## config.mk

```make
export PLATFORM = sky130hd
export DESIGN_NAME = seven_seg_display_arbiter
export DESIGN_NICKNAME = d
export VERILOG_FILES = /design/src/rtl/seven_seg_display_arbiter.sv
export SDC_FILE = /design/constraint.sdc
export NUM_CORES = 1
export LEC_CHECK = 0
export ABC_AREA = 1
export CORE_MARGIN = 2
export CORE_UTILIZATION = 35
export CTS_BUF_LIST = sky130_fd_sc_hd__clkbuf_16
export CTS_CLUSTER_DIAMETER = 60
export DETAILED_ROUTE_END_ITERATION = 8
export DONT_BUFFER_PORTS = 1
export PLACE_DENSITY = 0.48
export SYNTH_ARGS = -nofsm -noshare
export SYNTH_HDL_FRONTEND = slang
export SYNTH_SLANG_ARGS = --single-unit
export TNS_END_PERCENT = 30
```

## constraint.sdc

```tcl
create_clock -name clock -period 4.8 [get_ports clock]
set_input_delay 0.72 -clock clock [delete_from_list [all_inputs] [get_ports clock]]
set_output_delay 0.72 -clock clock [all_outputs]
set_load 0.005 [all_outputs]
```

## src/rtl/seven_seg_display_arbiter.sv

```systemverilog
`default_nettype none
// ============================================================================
// Module   : seven_seg_display_arbiter
// Purpose  : Shares one 8-digit seven-segment display between three sources:
//            live entry (background), computed result (timed hold) and
//            alert/error (timed hold, highest priority). All display outputs
//            come from one registered set and the block owns all hold timing.
// Options  : SEVEN_SEG_ALERT_BLINK_EN adds the disp_blank output, which
//            toggles every BLINK_MS ms while an alert is shown.
// Revision : 1.0 - initial release
// ============================================================================
module seven_seg_display_arbiter #(
  parameter int CLKS_PER_MS    = 100000,
  parameter int RESULT_HOLD_MS = 3000,
  parameter int ALERT_HOLD_MS  = 2000
`ifdef SEVEN_SEG_ALERT_BLINK_EN
  ,parameter int BLINK_MS      = 250
`endif
) (
  input  logic        clock,
  input  logic        reset,
  input  logic [31:0] live_number,
  input  logic        live_mode,
  input  logic [7:0]  live_points,
  input  logic        result_req,
  input  logic [31:0] result_number,
  input  logic        result_mode,
  input  logic [7:0]  result_points,
  input  logic        alert_req,
  input  logic [31:0] alert_number,
  input  logic        alert_mode,
  input  logic [7:0]  alert_points,
  input  logic        ack,
  output logic [31:0] disp_number,
  output logic        disp_mode,
  output logic [7:0]  disp_points,
  output logic [1:0]  owner,
  output logic        result_pending
`ifdef SEVEN_SEG_ALERT_BLINK_EN
  ,output logic       disp_blank
`endif
);

  localparam int              PRESC_W     = (CLKS_PER_MS > 1) ? $clog2(CLKS_PER_MS) : 1;
  localparam logic [PRESC_W-1:0] PRESC_MAX = PRESC_W'(CLKS_PER_MS - 1);
  localparam logic [15:0]     RESULT_LOAD = 16'(RESULT_HOLD_MS);
  localparam logic [15:0]     ALERT_LOAD  = 16'(ALERT_HOLD_MS);

  // State encoding doubles as the owner code presented on the port.
  localparam logic [1:0] ST_LIVE   = 2'd0;
  localparam logic [1:0] ST_RESULT = 2'd1;
  localparam logic [1:0] ST_ALERT  = 2'd2;

  logic [1:0]         state_q,    state_d;
  logic [PRESC_W-1:0] presc_q,    presc_d;
  logic [15:0]        hold_q,     hold_d;
  logic [31:0]        num_q,      num_d;
  logic               mode_q,     mode_d;
  logic [7:0]         pts_q,      pts_d;
  logic               pend_q,     pend_d;
  logic [31:0]        pend_num_q, pend_num_d;
  logic               pend_mode_q, pend_mode_d;
  logic [7:0]         pend_pts_q, pend_pts_d;
`ifdef SEVEN_SEG_ALERT_BLINK_EN
  localparam logic [15:0] BLINK_MAX = 16'(BLINK_MS - 1);
  logic [15:0]        blink_cnt_q, blink_cnt_d;
  logic               blank_q,     blank_d;
`endif

  logic tick;
  logic expire;
  logic take_alert;
  logic take_result;
  logic queue_result;
  logic release_hold;

  // State and datapath registers with synchronous reset.
  always_ff @(posedge clock) begin
    if (reset) begin
      state_q     <= ST_LIVE;
      presc_q     <= '0;
      hold_q      <= '0;
      num_q       <= '0;
      mode_q      <= 1'b0;
      pts_q       <= '0;
      pend_q      <= 1'b0;
      pend_num_q  <= '0;
      pend_mode_q <= 1'b0;
      pend_pts_q  <= '0;
`ifdef SEVEN_SEG_ALERT_BLINK_EN
      blink_cnt_q <= '0;
      blank_q     <= 1'b0;
`endif
    end else begin
      state_q     <= state_d;
      presc_q     <= presc_d;
      hold_q      <= hold_d;
      num_q       <= num_d;
      mode_q      <= mode_d;
      pts_q       <= pts_d;
      pend_q      <= pend_d;
      pend_num_q  <= pend_num_d;
      pend_mode_q <= pend_mode_d;
      pend_pts_q  <= pend_pts_d;
`ifdef SEVEN_SEG_ALERT_BLINK_EN
      blink_cnt_q <= blink_cnt_d;
      blank_q     <= blank_d;
`endif
    end
  end

  // Next-state, hold timing and display latch selection.
  always_comb begin
    tick   = (presc_q == PRESC_MAX);
    expire = tick && (hold_q == 16'd1);

    // Requests always beat ack/expiry in the same cycle; alert beats result.
    take_alert   = alert_req;
    take_result  = result_req && !alert_req && (state_q != ST_ALERT);
    queue_result = result_req && (alert_req || (state_q == ST_ALERT));
    release_hold = (ack || expire) && !alert_req && !result_req && (state_q != ST_LIVE);

    state_d     = state_q;
    presc_d     = tick ? '0 : presc_q + 1'b1;
    hold_d      = (tick && (hold_q != 16'd0)) ? hold_q - 16'd1 : hold_q;
    num_d       = num_q;
    mode_d      = mode_q;
    pts_d       = pts_q;
    pend_d      = pend_q;
    pend_num_d  = pend_num_q;
    pend_mode_d = pend_mode_q;
    pend_pts_d  = pend_pts_q;

    if (take_alert) begin
      state_d = ST_ALERT;
      num_d   = alert_number;
      mode_d  = alert_mode;
      pts_d   = alert_points;
      hold_d  = ALERT_LOAD;
      presc_d = '0;
    end else if (take_result) begin
      state_d = ST_RESULT;
      num_d   = result_number;
      mode_d  = result_mode;
      pts_d   = result_points;
      hold_d  = RESULT_LOAD;
      presc_d = '0;
    end else if (release_hold) begin
      if ((state_q == ST_ALERT) && pend_q) begin
        // A result queued behind the alert gets its full hold now.
        state_d = ST_RESULT;
        num_d   = pend_num_q;
        mode_d  = pend_mode_q;
        pts_d   = pend_pts_q;
        hold_d  = RESULT_LOAD;
        presc_d = '0;
        pend_d  = 1'b0;
      end else begin
        state_d = ST_LIVE;
        hold_d  = '0;
      end
    end

    // Last queued result wins.
    if (queue_result) begin
      pend_d      = 1'b1;
      pend_num_d  = result_number;
      pend_mode_d = result_mode;
      pend_pts_d  = result_points;
    end

    // Live entry is tracked every cycle whenever live owns the display.
    if (state_d == ST_LIVE) begin
      num_d  = live_number;
      mode_d = live_mode;
      pts_d  = live_points;
    end

`ifdef SEVEN_SEG_ALERT_BLINK_EN
    blink_cnt_d = blink_cnt_q;
    blank_d     = blank_q;
    if ((state_d != ST_ALERT) || take_alert) begin
      blink_cnt_d = '0;
      blank_d     = 1'b0;
    end else if (tick) begin
      if (blink_cnt_q == BLINK_MAX) begin
        blink_cnt_d = '0;
        blank_d     = ~blank_q;
      end else begin
        blink_cnt_d = blink_cnt_q + 16'd1;
      end
    end
`endif
  end

  // Outputs come straight from registers.
  always_comb begin
    disp_number    = num_q;
    disp_mode      = mode_q;
    disp_points    = pts_q;
    owner          = state_q;
    result_pending = pend_q;
`ifdef SEVEN_SEG_ALERT_BLINK_EN
    disp_blank     = blank_q;
`endif
  end

endmodule
`default_nettype wire

```

* Word level (Yosys, flattened, before mapping)
Index checks and enable logic that the tools add are counted.
Operators by class: add/sub/neg operators 2, mux-type cells 32, reduce and logical (&&, ||, !) cells 27, equal/unequal tests 6
Operator list (count):
- 32-bit 2-to-1 mux | 5
- 17-bit 2-to-1 mux | 3
- 8-bit 2-to-1 mux | 5
- 16-bit 2-to-1 mux | 2
- 12-bit 2-to-1 mux | 2
- 17-bit by 1-bit adder with 17-bit output, second input constant | 1
- 17-bit == test, second input constant | 1
- 16-bit by 1-bit == test with 1-bit output, second input constant | 1
- 16-bit nonzero test | 1
- 16-bit by 1-bit subtractor with 16-bit output, second input constant | 1
- 4-bit nonzero test | 3
- 1-bit 2-to-1 mux | 11
- 11-bit 2-to-1 mux | 1
- 1-bit logical AND | 9
- 2-bit nonzero test | 4
- 2-bit 2-to-1 mux | 3
- 2-bit by 1-bit inequality test with 1-bit output, second input constant | 2
- 4-bit AND reduction | 1
- 3-bit nonzero test | 1
- 3-bit OR reduction | 1
- 2-bit == test, second input constant | 1
- 1-bit zero test | 2
- 2-bit zero test | 1
- 1-bit logical OR | 2
- other kinds (3) | 3
Word-level totals: input bits 128, logic and storage cells 79, output and inout bits 44, register bits 118

* Logic depth before layout (Yosys ltp)
Gate-level depths: netlist (run 1).
depth after elaboration 12, depth in mapped cells 16, depth with buffers taken out 15

* Least setup slack after synthesis (run 1)
No wires, ideal clock.
path kind input to register, start point in alert_req, end point reg hold_q[7], cell stages on the path 7, data required time 4.663 ns, path slack 2.801 ns, data arrival time 1.862 ns, library setup time 0.137 ns, cell sequence inv_2 nand3_1 buf_2 clkbuf_1 nand4_1 o21ai_0 a31oi_1
Between the ends: cells in the longest elaborated chain, start to end 7, elaborated cells on any way between the ends 10
RTL lines:
- from (decl) | line 29 | input logic alert_req,
- 1-bit zero test | line 119, 121
- 1-bit logical AND (3 in series) | line 121 | release_hold = (ack || expire) && !alert_req && !result_req && (state_q != ST_LIVE);
- 16-bit 2-to-1 mux | line 148 | end else if (release_hold) begin
- 12-bit 2-to-1 mux | line 141 | end else if (take_result) begin
- 11-bit 2-to-1 mux | line 134 | if (take_alert) begin
- to (signal assigned) | line 97 | hold_q <= hold_d;
- to (decl) | line 56 | logic [15:0] hold_q, hold_d;
Several ways; a longest one is shown, not always the timed one. A chain may end at the register's enable or synchronous reset.

* Final worst setup path (run 1)
start point reg presc_q[0], end point reg num_q[18] (netlist: disp_number[18])
Between the ends: cells in the longest elaborated chain, start to end 12, elaborated cells on any way between the ends 14
RTL lines:
- from (decl) | line 55 | logic [PRESC_W-1:0] presc_q, presc_d;
- from (signal assigned) | line 96 | presc_q <= presc_d;
- 17-bit == test * | line 114 | tick = (presc_q == PRESC_MAX);
- 1-bit logical AND * | line 115 | expire = tick && (hold_q == 16'd1);
- 1-bit logical OR * | line 121
- 1-bit logical AND * (3 in series) | line 121
- 2-bit 2-to-1 mux | line 148
- 2-bit 2-to-1 mux | line 141
- 2-bit 2-to-1 mux | line 134
- 2-bit zero test | line 173 | if (state_d == ST_LIVE) begin
- 4-bit nonzero test (no source line)
- 2-bit AND reduction (no source line)
- to (signal assigned) | line 98 | num_q <= num_d;
- to (decl) | line 57 | logic [31:0] num_q, num_d;
Every way passes the cells marked *; elsewhere a longest branch is shown, timed or not.

==> impl_metrics.py, run 1 <==
metrics = {
    "clock_tree": {
        "cts_hold_buffers": 0,
        "cts-htree-levels": 4,
        "tritoncts": "built",
        "cts_inserted_buffers": 17,
        "root_buffer": "sky130_fd_sc_hd__clkbuf_16",
        "clk_latency_ps": 410,
        "cts.repair_timing.setup_buffer_count": 0,
        "cts.clk_slew.worst_paths_ps": 60,
        "cts_resized": 0,
        "clock_path_buffers": 2,
        "clock_sink_count": 118,
    },
    "worst_setup_path": {
        "cell_chain_of_the_critical_path": "ha_1 > nand3_1 > clkinv_1 > nand3_1 > nor2_1 > nand2_1 > nand2_2 > nand2_2 > nand2_2 > nand3_1 > nor2_4 > a21oi_1 > nor2_1 > nor2_1",
        "worstPathRequired_ps": 5110,
        "nature_of_the_critical_path_endpoint": "flip-flop",
        "destination_of_the_worst_register_to_register_timing_path": "disp_number[18]$_SDFFE_PP0P_",
        "max_stage_delay_on_crit_path_ps": 910,
        "setup.reg_to_reg.worst_slack_ps": 1820,
        "cp_data_arrival_time_ps": 3290,
        "critical_path_buffers_and_inverters": 1,
        "worst-path-max-fanout": 41,
        "reg2reg_from": "presc_q[0]$_SDFF_PP0_",
        "worstSetupStartpointType": "flip-flop",
        "crit_family": "simple AND/OR/NAND/NOR gates",
        "r2r.worst_path.cells": 14,
        "crit_type": "reg2reg",
        "critPathSlowestCell": "sky130_fd_sc_hd__nor2_4",
    },
    "global_routing": {
        "antenna_found_initial": 1,
        "global_route.overflow_total": 0,
        "groute.usage.overall": 0.1830,
        "grt_first_pass_wirelength_um": 28760,
        "grt_pass1_vias": 5554,
        "grt_start_max_net_pins": 83,
    },
    "synth": {
        "synthArstFlopShare": 0,
        "avgSynthCellArea_um2": 6.696,
        "postSynthRegisterBits": 118,
        "yosysSeqAreaShare": 0.3663,
        "synthesis.nets": 1095,
        "number_of_synthesized_flops_with_an_enable_pin": 0,
        "postSynthCellCount": 963,
        "synthesis.yosys.warnings": 0,
        "synthDistinctLibCells": 37,
        "ys_dominant_reg_cell": "sky130_fd_sc_hd__dfxtp_1",
        "syn-cell-area_um2": 6449,
    },
    "final_layout": {
        "layout.filler_cells": 1974,
        "post-route-cell-area_um2": 7074,
        "final_util": 0.3925,
        "num-nets-final": 1063,
        "area.growth.synth_to_final_pct": 9.701,
        "layout-drive-gt1-share": 0.05403,
    },
    "die": {
        "die-area_um2": 19530,
        "placeableCoreArea_um2": 18020,
        "placementRows": 49,
        "die-width_um": 139.7,
        "starting_density_of_the_core": 0.3578,
        "die_h_um": 139.7,
        "num_io_pins": 172,
    },
    "power_and_ir_drop": {
        "p_int_mw": 1.997,
        "p_switching_mw": 0.7481,
        "fin_total_pwr_mw": 2.745,
        "clockPowerShare": 0.464,
        "share_comb_of_total_power": 0.134,
        "largest_voltage_drop_on_the_vdd_net_uv": 234.4,
        "seqPwrFrac": 0.402,
        "power_per_cell_area_nw_per_um2": 388.0,
        "power.static_leakage_nw": 3.148,
        "netSwitchingFraction": 0.2726,
    },
    "sta": {
        "max_freq_mhz": 335.3,
        "max-slew-margin-rel": 0.2380,
        "slew_viol_final": 0,
        "worst_pin_slew_ps": 1140,
        "setup_repair_after_global_routing_missed_its_margin": "no",
        "setup_viol": 0,
        "post-route-period-util": 0.6213,
        "hold_violations": 0,
        "setup_slack_ps": 1818,
        "timing.setup.tns_ps": 0,
        "min_period_ps": 2982,
        "worst_case_clock_skew_ps": 9.919,
    },
    "routing": {
        "post_drt_wl_per_cell_um": 15.29,
        "antenna_violating_nets_post_route": 0,
        "first_iter_violations": 241,
        "vias_per_cell": 4.896,
        "drt_pass1_iterations": 4,
        "dr_total_vias": 5748,
        "post-route-drc-count": 0,
        "detail_route.wirelength_um": 17960,
    },
    "hold_path": {
        "hold_path_end": "result_pending$_SDFFE_PP0P_",
        "holdCritStartpoint": "reset",
        "timing.hold.worst.class": "in2reg",
        "min_delay_path_depth": 1,
    },
    "placed_design": {
        "placed_cell_area_um2": 6482,
        "place_hpwl_um": 11860,
        "port_buffer_count": 0,
        "place.gp.congestion": 0.8364,
        "pre_cts_ws_ps": 1523,
    },
    "job": {
        "max_cap_viol_count": 0,
    },
    "outcome": {
        "status": "complete, no violations",
    },
}
layer usage:
layer / GRT usage / up-vias / routed length (um)
met5: 0 / - / 0
met4: 0.06421 / 0 / 309
met3: 0.06056 / 21 / 1490
met2: 0.2868 / 169 / 7819
met1: 0.2363 / 2524 / 8337
li1: - / 3034 / -
cells by family (layout without fill, tap and decap cells):
| kind of cell | after synthesis | in the layout | share of synthesized area |
|---|---|---|---|
| AOI/OAI and AO/OA | 189 | 189 | 0.1494 |
| xor gates and xnor gates | 13 | 13 | 0.01766 |
| adders and majority gates | 4 | 4 | 0.007761 |
| buffers and inverters | 164 | 145 | 0.1083 |
| DFF | 118 | 118 | 0.3663 |
| muxes | 27 | 27 | 0.04191 |
| other | 0 | 1 | 0 |
| and+or+nand+nor | 448 | 448 | 0.3087 |
power by group through the flow:
stage / logic, mW / clock network, mW / registers (mW)
finish: 0.368 / 1.27 / 1.10
global route: 0.426 / 1.35 / 1.11
CTS: 0.373 / 1.31 / 1.10
detailed placement: 0.371 / 0 / 1.12
global placement: 0.372 / 0 / 1.12
floorplan: 0.321 / 0 / 1.11
stage by stage:
| step | std cells | hold slack, ps |
|---|---|---|
| final | 1174 | 368.6 |
| after CTS | 1173 | 351.9 |
| after floorplan | 963 | 417.5 |
| after detailed placement | 1141 | 445.3 |
| after global placement | 1141 | 434.3 |
| after global routing | 1173 | 358.4 |
synthesized netlist by cell type, types with 2 or more instances:
cell type / n / area share
sky130_fd_sc_hd__nor3b_1: 4 / 0.0047
sky130_fd_sc_hd__nor3_1: 10 / 0.0078
sky130_fd_sc_hd__dfxtp_1: 118 / 0.37
sky130_fd_sc_hd__inv_1: 103 / 0.060
sky130_fd_sc_hd__xnor2_1: 4 / 0.0054
sky130_fd_sc_hd__xor2_1: 9 / 0.012
sky130_fd_sc_hd__a31oi_1: 2 / 0.0019
sky130_fd_sc_hd__nand3_1: 30 / 0.023
sky130_fd_sc_hd__nand3b_1: 43 / 0.050
sky130_fd_sc_hd__o21ai_0: 95 / 0.074
sky130_fd_sc_hd__nor2_4: 3 / 0.0052
sky130_fd_sc_hd__clkinv_1: 2 / 0.0012
sky130_fd_sc_hd__buf_2: 15 / 0.012
sky130_fd_sc_hd__nand2_4: 2 / 0.0035
sky130_fd_sc_hd__nor2_1: 205 / 0.12
sky130_fd_sc_hd__mux2i_1: 27 / 0.042
sky130_fd_sc_hd__nand4_1: 5 / 0.0049
sky130_fd_sc_hd__nor4_1: 2 / 0.0019
sky130_fd_sc_hd__a21oi_1: 86 / 0.067
sky130_fd_sc_hd__nand2_2: 3 / 0.0029
sky130_fd_sc_hd__nand2_1: 136 / 0.079
sky130_fd_sc_hd__buf_1: 3 / 0.0017
sky130_fd_sc_hd__o211ai_1: 2 / 0.0023
sky130_fd_sc_hd__clkbuf_1: 27 / 0.016
sky130_fd_sc_hd__buf_6: 8 / 0.014
sky130_fd_sc_hd__ha_1: 4 / 0.0078
sky130_fd_sc_hd__inv_2: 5 / 0.0029
placed cells by master (no fill, tap or decap), types with 7 or more instances in the layout:
cell and instances:
sky130_fd_sc_hd__dfxtp_1 118, sky130_fd_sc_hd__nand3b_1 43, sky130_fd_sc_hd__xor2_1 9, sky130_fd_sc_hd__inv_1 102, sky130_fd_sc_hd__nor3_1 10, sky130_fd_sc_hd__o21ai_0 95, sky130_fd_sc_hd__mux2i_1 27, sky130_fd_sc_hd__nand2_1 136
sky130_fd_sc_hd__nand3_1 29, sky130_fd_sc_hd__nor2_1 205, sky130_fd_sc_hd__clkbuf_16 17, sky130_fd_sc_hd__inv_2 7, sky130_fd_sc_hd__a21oi_1 86
state kept, by name, summed over array words and instances (netlist names), 2 cells and up:
signal / flops
presc_q: 17
hold_q: 16
pend_num_q: 32
disp_points: 8
disp_number: 32
pend_pts_q: 8
owner: 2
final cells by class:
cell class                      instances  area (um2)  area share
Timing Repair Buffer                    3       22.52    0.003184
Multi-Input combinational cell        681        3398      0.4804
Clock inverter                         15       163.9     0.02317
Tap cell                              229       286.5     0.04050
Sequential cell                       118        2362      0.3339
Inverter                              110       412.9     0.05837
Clock buffer                           17       425.4     0.06013
Antenna cell                            1       2.502   0.0003537
worst register-to-register path, stage by stage (launching register included):
cell and delay (ps):
sky130_fd_sc_hd__dfxtp_1 350, sky130_fd_sc_hd__ha_1 190, sky130_fd_sc_hd__nand3_1 180, sky130_fd_sc_hd__clkinv_1 80
sky130_fd_sc_hd__nand3_1 130, sky130_fd_sc_hd__nor2_1 110, sky130_fd_sc_hd__nand2_1 90, sky130_fd_sc_hd__nand2_2 80
sky130_fd_sc_hd__nand2_2 180, sky130_fd_sc_hd__nand2_2 150, sky130_fd_sc_hd__nand3_1 110, sky130_fd_sc_hd__nor2_4 910
sky130_fd_sc_hd__a21oi_1 140, sky130_fd_sc_hd__nor2_1 140, sky130_fd_sc_hd__nor2_1 40
worst max-delay path by stage:
stage | start | to | slack, ps | depth (start not counted)
3_3_place_gp | alert_req | presc_q[6]$_SDFF_PP0_ | 1590 | 9
3_5_place_dp | alert_req | disp_number[16]$_SDFFE_PP0P_ | 1520 | 8
5_1_grt | presc_q[0]$_SDFF_PP0_ | disp_number[13]$_SDFFE_PP0P_ | 1480 | 14
6_report | presc_q[0]$_SDFF_PP0_ | disp_number[18]$_SDFFE_PP0P_ | 1820 | 14
4_1_cts | presc_q[0]$_SDFF_PP0_ | disp_number[16]$_SDFFE_PP0P_ | 1820 | 14
2_1_floorplan | alert_req | hold_q[7]$_SDFFE_PP0P_ | 2800 | 7
Note: power is estimated with default switching activity, not from simulation.
==> run 2, diff against run 1 <==
==> constraint.sdc (replaced) <==
create_clock -name clock -period 3 [get_ports clock]
set_input_delay 0.45 -clock clock [delete_from_list [all_inputs] [get_ports clock]]
set_output_delay 0.45 -clock clock [all_outputs]
set_load 0.005 [all_outputs]
==> run 2 against run 1 <==
Setup slack worse by 1200 ps. Largest power group is now registers. Clock power up 33%. Clock skew down 3.6 ps. First-iteration DRC count up 20%. Cell area about the same. Critical endpoint is now disp_points[6]$_SDFFE_PP0P_. Sequential share of layout area about the same.
==> impl_metrics.py, run 2 (synthesis results as in run 1) <==
metrics = {
    "outcome": {
        "status": "complete, no violations",
    },
    "die": {
        "die-area_um2": 19530,
        "num_io_pins": 172,
        "die-width_um": 139.7,
        "starting_density_of_the_core": 0.3578,
        "placeableCoreArea_um2": 18020,
        "die_h_um": 139.7,
        "placementRows": 49,
    },
    "final_layout": {
        "area.growth.synth_to_final_pct": 9.643,
        "num-nets-final": 1075,
        "finalNonFillerCells": 1181,
        "layout-drive-gt1-share": 0.05889,
        "final_common_cell": "sky130_fd_sc_hd__nor2_1",
        "final_util": 0.3923,
        "post-route-cell-area_um2": 7071,
        "mostFrequentLayoutCells": "205 x sky130_fd_sc_hd__nor2_1, 136 x sky130_fd_sc_hd__nand2_1, 118 x sky130_fd_sc_hd__dfxtp_1",
    },
    "routing": {
        "detail_route.wirelength_um": 18060,
        "vias_per_cell": 4.920,
        "post_drt_wl_per_cell_um": 15.29,
        "drt_pass1_iterations": 7,
        "first_iter_violations": 289,
        "dr_total_vias": 5810,
        "post-route-drc-count": 0,
        "antenna_violating_nets_post_route": 0,
    },
    "power_and_ir_drop": {
        "power_per_cell_area_nw_per_um2": 575.0,
        "fin_total_pwr_mw": 4.066,
        "largest_voltage_drop_on_the_vdd_net_uv": 398.7,
        "power.static_leakage_nw": 3.163,
    },
    "worst_setup_path": {
        "nature_of_the_critical_path_endpoint": "flip-flop",
        "worstSetupStartpointType": "flip-flop",
        "cp_data_arrival_time_ps": 2710,
        "critical_path_buffers_and_inverters": 3,
        "worst-path-max-fanout": 82,
        "cell_chain_of_the_critical_path": "ha_1 > nand3_1 > clkinv_1 > nand3_1 > nor2_1 > nand2_1 > nand2_2 > nand2_2 > nand3_1 > nand2_1 > inv_2 > nand2_4 > buf_12 > nor2_1 > nor2_1 > nor2_1",
        "worstPathRequired_ps": 3310,
        "critPathSlowestCell": "sky130_fd_sc_hd__dfxtp_1",
        "crit_type": "reg2reg",
        "max_stage_delay_on_crit_path_ps": 320,
        "crit_family": "simple AND/OR/NAND/NOR gates",
        "crit_path_frequent_cell": "sky130_fd_sc_hd__nor2_1",
    },
    "job": {
        "max_cap_viol_count": 0,
    },
    "sta": {
        "setup_repair_after_global_routing_missed_its_margin": "no",
        "worst_pin_slew_ps": 569.9,
        "hold_violations": 0,
        "min_period_ps": 2397,
        "timing.setup.tns_ps": 0,
        "max-slew-margin-rel": 0.6195,
        "setup_slack_ps": 603.1,
        "slew_viol_final": 0,
        "post-route-period-util": 0.7990,
        "setup_viol": 0,
        "max_freq_mhz": 417.2,
        "hold_slack_ps": 98.61,
        "worst_case_clock_skew_ps": 6.339,
    },
    "placed_design": {
        "place.detailed.instances": 1153,
        "port_buffer_count": 0,
        "placed_cell_area_um2": 6598,
        "pre_cts_ws_ps": 604.4,
        "place.gp.congestion": 0.7748,
        "place_hpwl_um": 12300,
    },
    "global_routing": {
        "groute.usage.overall": 0.1857,
        "grt_first_pass_wirelength_um": 28890,
        "antenna_found_initial": 1,
        "grt_pass1_vias": 5543,
        "grt_start_max_net_pins": 83,
        "global_route.overflow_total": 0,
    },
    "clock_tree": {
        "clk_latency_ps": 420,
        "cts_resized": 0,
        "cts.clk_slew.worst_paths_ps": 50,
        "cts_inserted_buffers": 17,
        "cts-htree-levels": 4,
        "tritoncts": "built",
        "cts_hold_buffers": 0,
        "cts.repair_timing.setup_buffer_count": 0,
        "clock_path_buffers": 2,
        "root_buffer": "sky130_fd_sc_hd__clkbuf_16",
        "clock_sink_count": 118,
    },
    "hold_path": {
        "timing.hold.worst.class": "in2reg",
    },
}
==> run 2: layer usage <==
layer | global-route usage | vias up | part of all wire
met5 | 0 | - | 0
met3 | 0.06917 | 22 | 0.082
li1 | - | 3050 | -
met1 | 0.2379 | 2562 | 0.46
met2 | 0.2868 | 176 | 0.44
met4 | 0.06632 | 0 | 0.016
==> run 2: cell type report <==
type                    instances  area (um2)
multi-input cells             681        3398
repair buffers                 15       137.6
diodes                          1       2.502
clock buffers                  17       425.4
clock inverters                10       45.04
fillers                      1966       10950
well taps                     229       286.5
inverters                     110       412.9
flip-flops and latches        118        2362
==> run 2: path summary, 6_finish.rpt <==
kind                                             from                          end  slack, ps  depth (start not counted)
worst max register to register  presc_q[0]$_SDFF_PP0_  disp_points[6]$_SDFFE_PP0P_        600                         16
worst max-delay path            presc_q[0]$_SDFF_PP0_  disp_points[6]$_SDFFE_PP0P_        600                         16
worst min-delay path                            reset  result_pending$_SDFFE_PP0P_        100                          1
worst min register to register  presc_q[0]$_SDFF_PP0_        presc_q[0]$_SDFF_PP0_        440                          1
==> run 2: power by group <==
part	leakage, nW	total (mW)	switching (mW)	internal, mW
combinational	1.96	0.611	0.378	0.233
clock	0.231	1.69	0.683	1.00
sequential	0.973	1.77	0.0810	1.69
==> run 3, diff against run 2 <==
--- a/config.mk
+++ b/config.mk
@@ -5,14 +5,14 @@
 export SDC_FILE = /design/constraint.sdc
 export NUM_CORES = 1
 export LEC_CHECK = 0
-export ABC_AREA = 1
+export ABC_AREA = 0
 export CORE_MARGIN = 2
 export CORE_UTILIZATION = 35
 export CTS_BUF_LIST = sky130_fd_sc_hd__clkbuf_16
 export CTS_CLUSTER_DIAMETER = 60
 export DETAILED_ROUTE_END_ITERATION = 8
 export DONT_BUFFER_PORTS = 1
-export PLACE_DENSITY = 0.48
+export PLACE_DENSITY = 0.5
 export SYNTH_ARGS = -nofsm -noshare
 export SYNTH_HDL_FRONTEND = slang
 export SYNTH_SLANG_ARGS = --single-unit
==> constraint.sdc (replaced) <==
create_clock -name clock -period 1.98 [get_ports clock]
set_input_delay 0.297 -clock clock [delete_from_list [all_inputs] [get_ports clock]]
set_output_delay 0.297 -clock clock [all_outputs]
set_load 0.005 [all_outputs]
==> run 3 against run 2 <==
The flow now finishes with violations (negative hold slack, negative setup slack). Clock power increased by 72%. Synthesized area decreased by 2.2%. Flip-flop and latch count unchanged. Combinational power increased by 60%. Critical path type unchanged. Largest cell class unchanged.
==> impl_metrics.py, run 3 <==
metrics = {
    "worst_setup_path": {
        "r2r.worst_path.cells": 8,
        "nature_of_the_critical_path_endpoint": "flip-flop",
        "destination_of_the_worst_register_to_register_timing_path": "disp_points[5]$_SDFFE_PP0P_",
        "worstSetupStartpointType": "flip-flop",
        "critPathSlowestCell": "sky130_fd_sc_hd__or4_4",
        "cp_data_arrival_time_ps": 2470,
        "reg2reg_from": "presc_q[1]$_SDFF_PP0_",
        "worstPathRequired_ps": 2280,
        "crit_type": "reg2reg",
        "cell_chain_of_the_critical_path": "ha_4 > and4_4 > nand4_1 > or4_4 > and2_4 > clkbuf_16 > nand2_1 > a311oi_2",
        "setup.reg_to_reg.worst_slack_ps": -190,
        "max_stage_delay_on_crit_path_ps": 600,
        "worst-path-max-fanout": 14,
    },
    "final_layout": {
        "seq_area_um2": 2371,
        "mostFrequentLayoutCells": "192 x sky130_fd_sc_hd__nand2_1, 111 x sky130_fd_sc_hd__dfxtp_1, 75 x sky130_fd_sc_hd__nor2_1",
        "antenna_cells_inserted": 0,
        "multiInputGateArea_um2": 3918,
        "layout-drive-gt1-share": 0.2744,
        "post-route-cell-area_um2": 8210,
        "final_common_cell": "sky130_fd_sc_hd__nand2_1",
        "num-nets-final": 980,
        "area.growth.synth_to_final_pct": 30.12,
        "layout.filler_cells": 1684,
    },
    "job": {
        "max_cap_viol_count": 0,
    },
    "routing": {
        "dr_total_vias": 5876,
        "post-route-drc-count": 0,
        "first_iter_violations": 323,
        "vias_per_cell": 5.396,
        "antenna_violating_nets_post_route": 0,
        "detail_route.wirelength_um": 19560,
        "drt_pass1_iterations": 5,
        "post_drt_wl_per_cell_um": 17.96,
    },
    "sta": {
        "setup_slack_ps": -194.4,
        "setup_repair_after_global_routing_missed_its_margin": "yes",
        "max-slew-margin-rel": 0.6870,
        "min_period_ps": 2174,
        "slew_viol_final": 0,
        "worst_case_clock_skew_ps": 8.649,
        "hold_slack_ps": -50.35,
        "post-route-period-util": 1.098,
        "setup_viol": 56,
        "max_freq_mhz": 459.9,
        "worst_pin_slew_ps": 465.2,
        "timing.setup.tns_ps": -6745,
        "hold_violations": 14,
    },
    "global_routing": {
        "grt_first_pass_wirelength_um": 30530,
        "grt_start_max_net_pins": 98,
        "antenna_found_initial": 0,
        "global_route.overflow_total": 0,
        "groute.usage.overall": 0.1979,
        "grt_pass1_vias": 5809,
    },
    "synth": {
        "synthesis.yosys.warnings": 0,
        "avgSynthCellArea_um2": 8.028,
        "yosysSeqAreaShare": 0.3744,
        "post_synth_most_frequent_cells": "210 x sky130_fd_sc_hd__nand2_1, 118 x sky130_fd_sc_hd__dfxtp_1, 78 x sky130_fd_sc_hd__nor2_1",
        "number_of_synthesized_flops_with_an_enable_pin": 0,
        "postSynthRegisterBits": 118,
        "share_of_the_synthesized_area_in_the_top_cell_type": 0.3744,
        "synthesis.nets": 918,
        "ys_dominant_reg_cell": "sky130_fd_sc_hd__dfxtp_1",
        "postSynthCellCount": 786,
        "yosysTopAreaCell": "sky130_fd_sc_hd__dfxtp_1",
        "synthMostInstantiatedCell": "sky130_fd_sc_hd__nand2_1",
        "syn-cell-area_um2": 6310,
        "cell_types_occupying_the_most_area_after_synthesis": "sky130_fd_sc_hd__dfxtp_1 37%, sky130_fd_sc_hd__nand2_1 12%, sky130_fd_sc_hd__a311oi_2 9.5%",
        "synthArstFlopShare": 0,
        "synthDistinctLibCells": 62,
    },
    "hold_path": {
        "min_delay_path_depth": 1,
        "timing.hold.worst.class": "in2reg",
        "hold_path_end": "pend_pts_q[1]$_SDFFE_PP0P_",
        "holdCritStartpoint": "reset",
    },
    "placed_design": {
        "place.gp.congestion": 0.8951,
        "pre_cts_ws_ps": -357.1,
        "place_hpwl_um": 12880,
        "port_buffer_count": 0,
        "placed_cell_area_um2": 7003,
    },
    "clock_tree": {
        "clock_sink_count": 118,
        "cts_hold_buffers": 11,
        "clk_latency_ps": 430,
        "cts_inserted_buffers": 17,
        "cts.clk_slew.worst_paths_ps": 60,
        "root_buffer": "sky130_fd_sc_hd__clkbuf_16",
        "clock_path_buffers": 2,
        "cts-htree-levels": 4,
        "tritoncts": "built",
    },
    "die": {
        "placeableCoreArea_um2": 17840,
        "die-area_um2": 19120,
        "placementRows": 49,
        "starting_density_of_the_core": 0.3537,
        "num_io_pins": 172,
        "die_h_um": 138.3,
        "die-width_um": 138.3,
    },
    "outcome": {
        "status": "complete, but fails checks",
        "violations": "negative hold slack, negative setup slack",
    },
    "power_and_ir_drop": {
        "largest_voltage_drop_on_the_vdd_net_uv": 639.6,
        "power_per_cell_area_nw_per_um2": 792.6,
        "power.static_leakage_nw": 3.270,
        "fin_total_pwr_mw": 6.507,
    },
}
run 3: through the flow:
| step | utilization | instances |
|---|---|---|
| 5_1_grt | 0.4602 | 1089 |
| 3_5_place_dp | 0.3925 | 1037 |
| 6_report | 0.4602 | 1089 |
| 3_3_place_gp | 0.3925 | 1037 |
| 2_1_floorplan | - | 786 |
| 4_1_cts | 0.4439 | 1084 |
run 3: worst max-delay path: cells and delay by family (launching register included):
kind	cells	cell delay (ps)
buf+inv	1	190
compound gates	1	100
fa+ha+maj	1	130
flops	1	350
simple gates	5	1260
run 3: what timing repair did:
item,4_1_cts,5_1_grt
endpoints found under the hold margin,91,79
pin swaps,14,6
gates cloned,2,4
resized for setup,37,47
buffers inserted,3,1
endpoints found under the setup margin,60,69
run 3: final cells by class:
class	instances	area share
Inverter	11	0.005029
Timing Repair Buffer	100	0.1279
Sequential cell	118	0.2888
Tap cell	229	0.03490
Clock buffer	17	0.05181
Clock inverter	14	0.01448
Multi-Input combinational cell	600	0.4771
run 3: power by group:
part / switching [mW] / total [mW] / internal [mW] / leakage, nW
sequential: 0.107 / 2.63 / 2.52 / 0.972
clock: 1.10 / 2.90 / 1.80 / 0.269
combinational: 0.510 / 0.975 / 0.465 / 2.03
run 3: kinds of logic (layout without fill, tap and decap cells):
family                   after synthesis  count (layout)  synth area share
AO/OA/AOI/OAI                        170             170            0.2128
XOR/XNOR                              19              19           0.02637
adder cells (fa/ha/maj)                4               4          0.007932
buffers and inverters                 68             142           0.05572
flip-flops                           118             118            0.3744
multiplexers                          40              40           0.06345
AND/OR/NAND/NOR                      367             367            0.2594
run 3: per-layer routing:
layer	vias to the layer above	routed length, um	share of wire	global-route usage
li1	2847	-	-	-
met1	2794	8406	0.43	0.2388
met2	191	9326	0.48	0.3246
met3	44	1195	0.061	0.05507
met4	0	626	0.032	0.09882
met5	-	0	0	0
run 3: worst max path at each step:
stage,from,end,slack (ps),depth (start not counted)
after floorplan,presc_q[0]$_SDFF_PP0_,disp_mode$_SDFFE_PP0P_,-200,11
after global placement,presc_q[1]$_SDFF_PP0_,disp_number[31]$_SDFFE_PP0P_,-280,10
after detailed placement,presc_q[1]$_SDFF_PP0_,disp_number[8]$_SDFFE_PP0P_,-360,10
after CTS,presc_q[1]$_SDFF_PP0_,disp_number[24]$_SDFFE_PP0P_,-170,8
after global routing,presc_q[1]$_SDFF_PP0_,disp_number[10]$_SDFFE_PP0P_,-240,8
final,presc_q[1]$_SDFF_PP0_,disp_points[5]$_SDFFE_PP0P_,-190,8
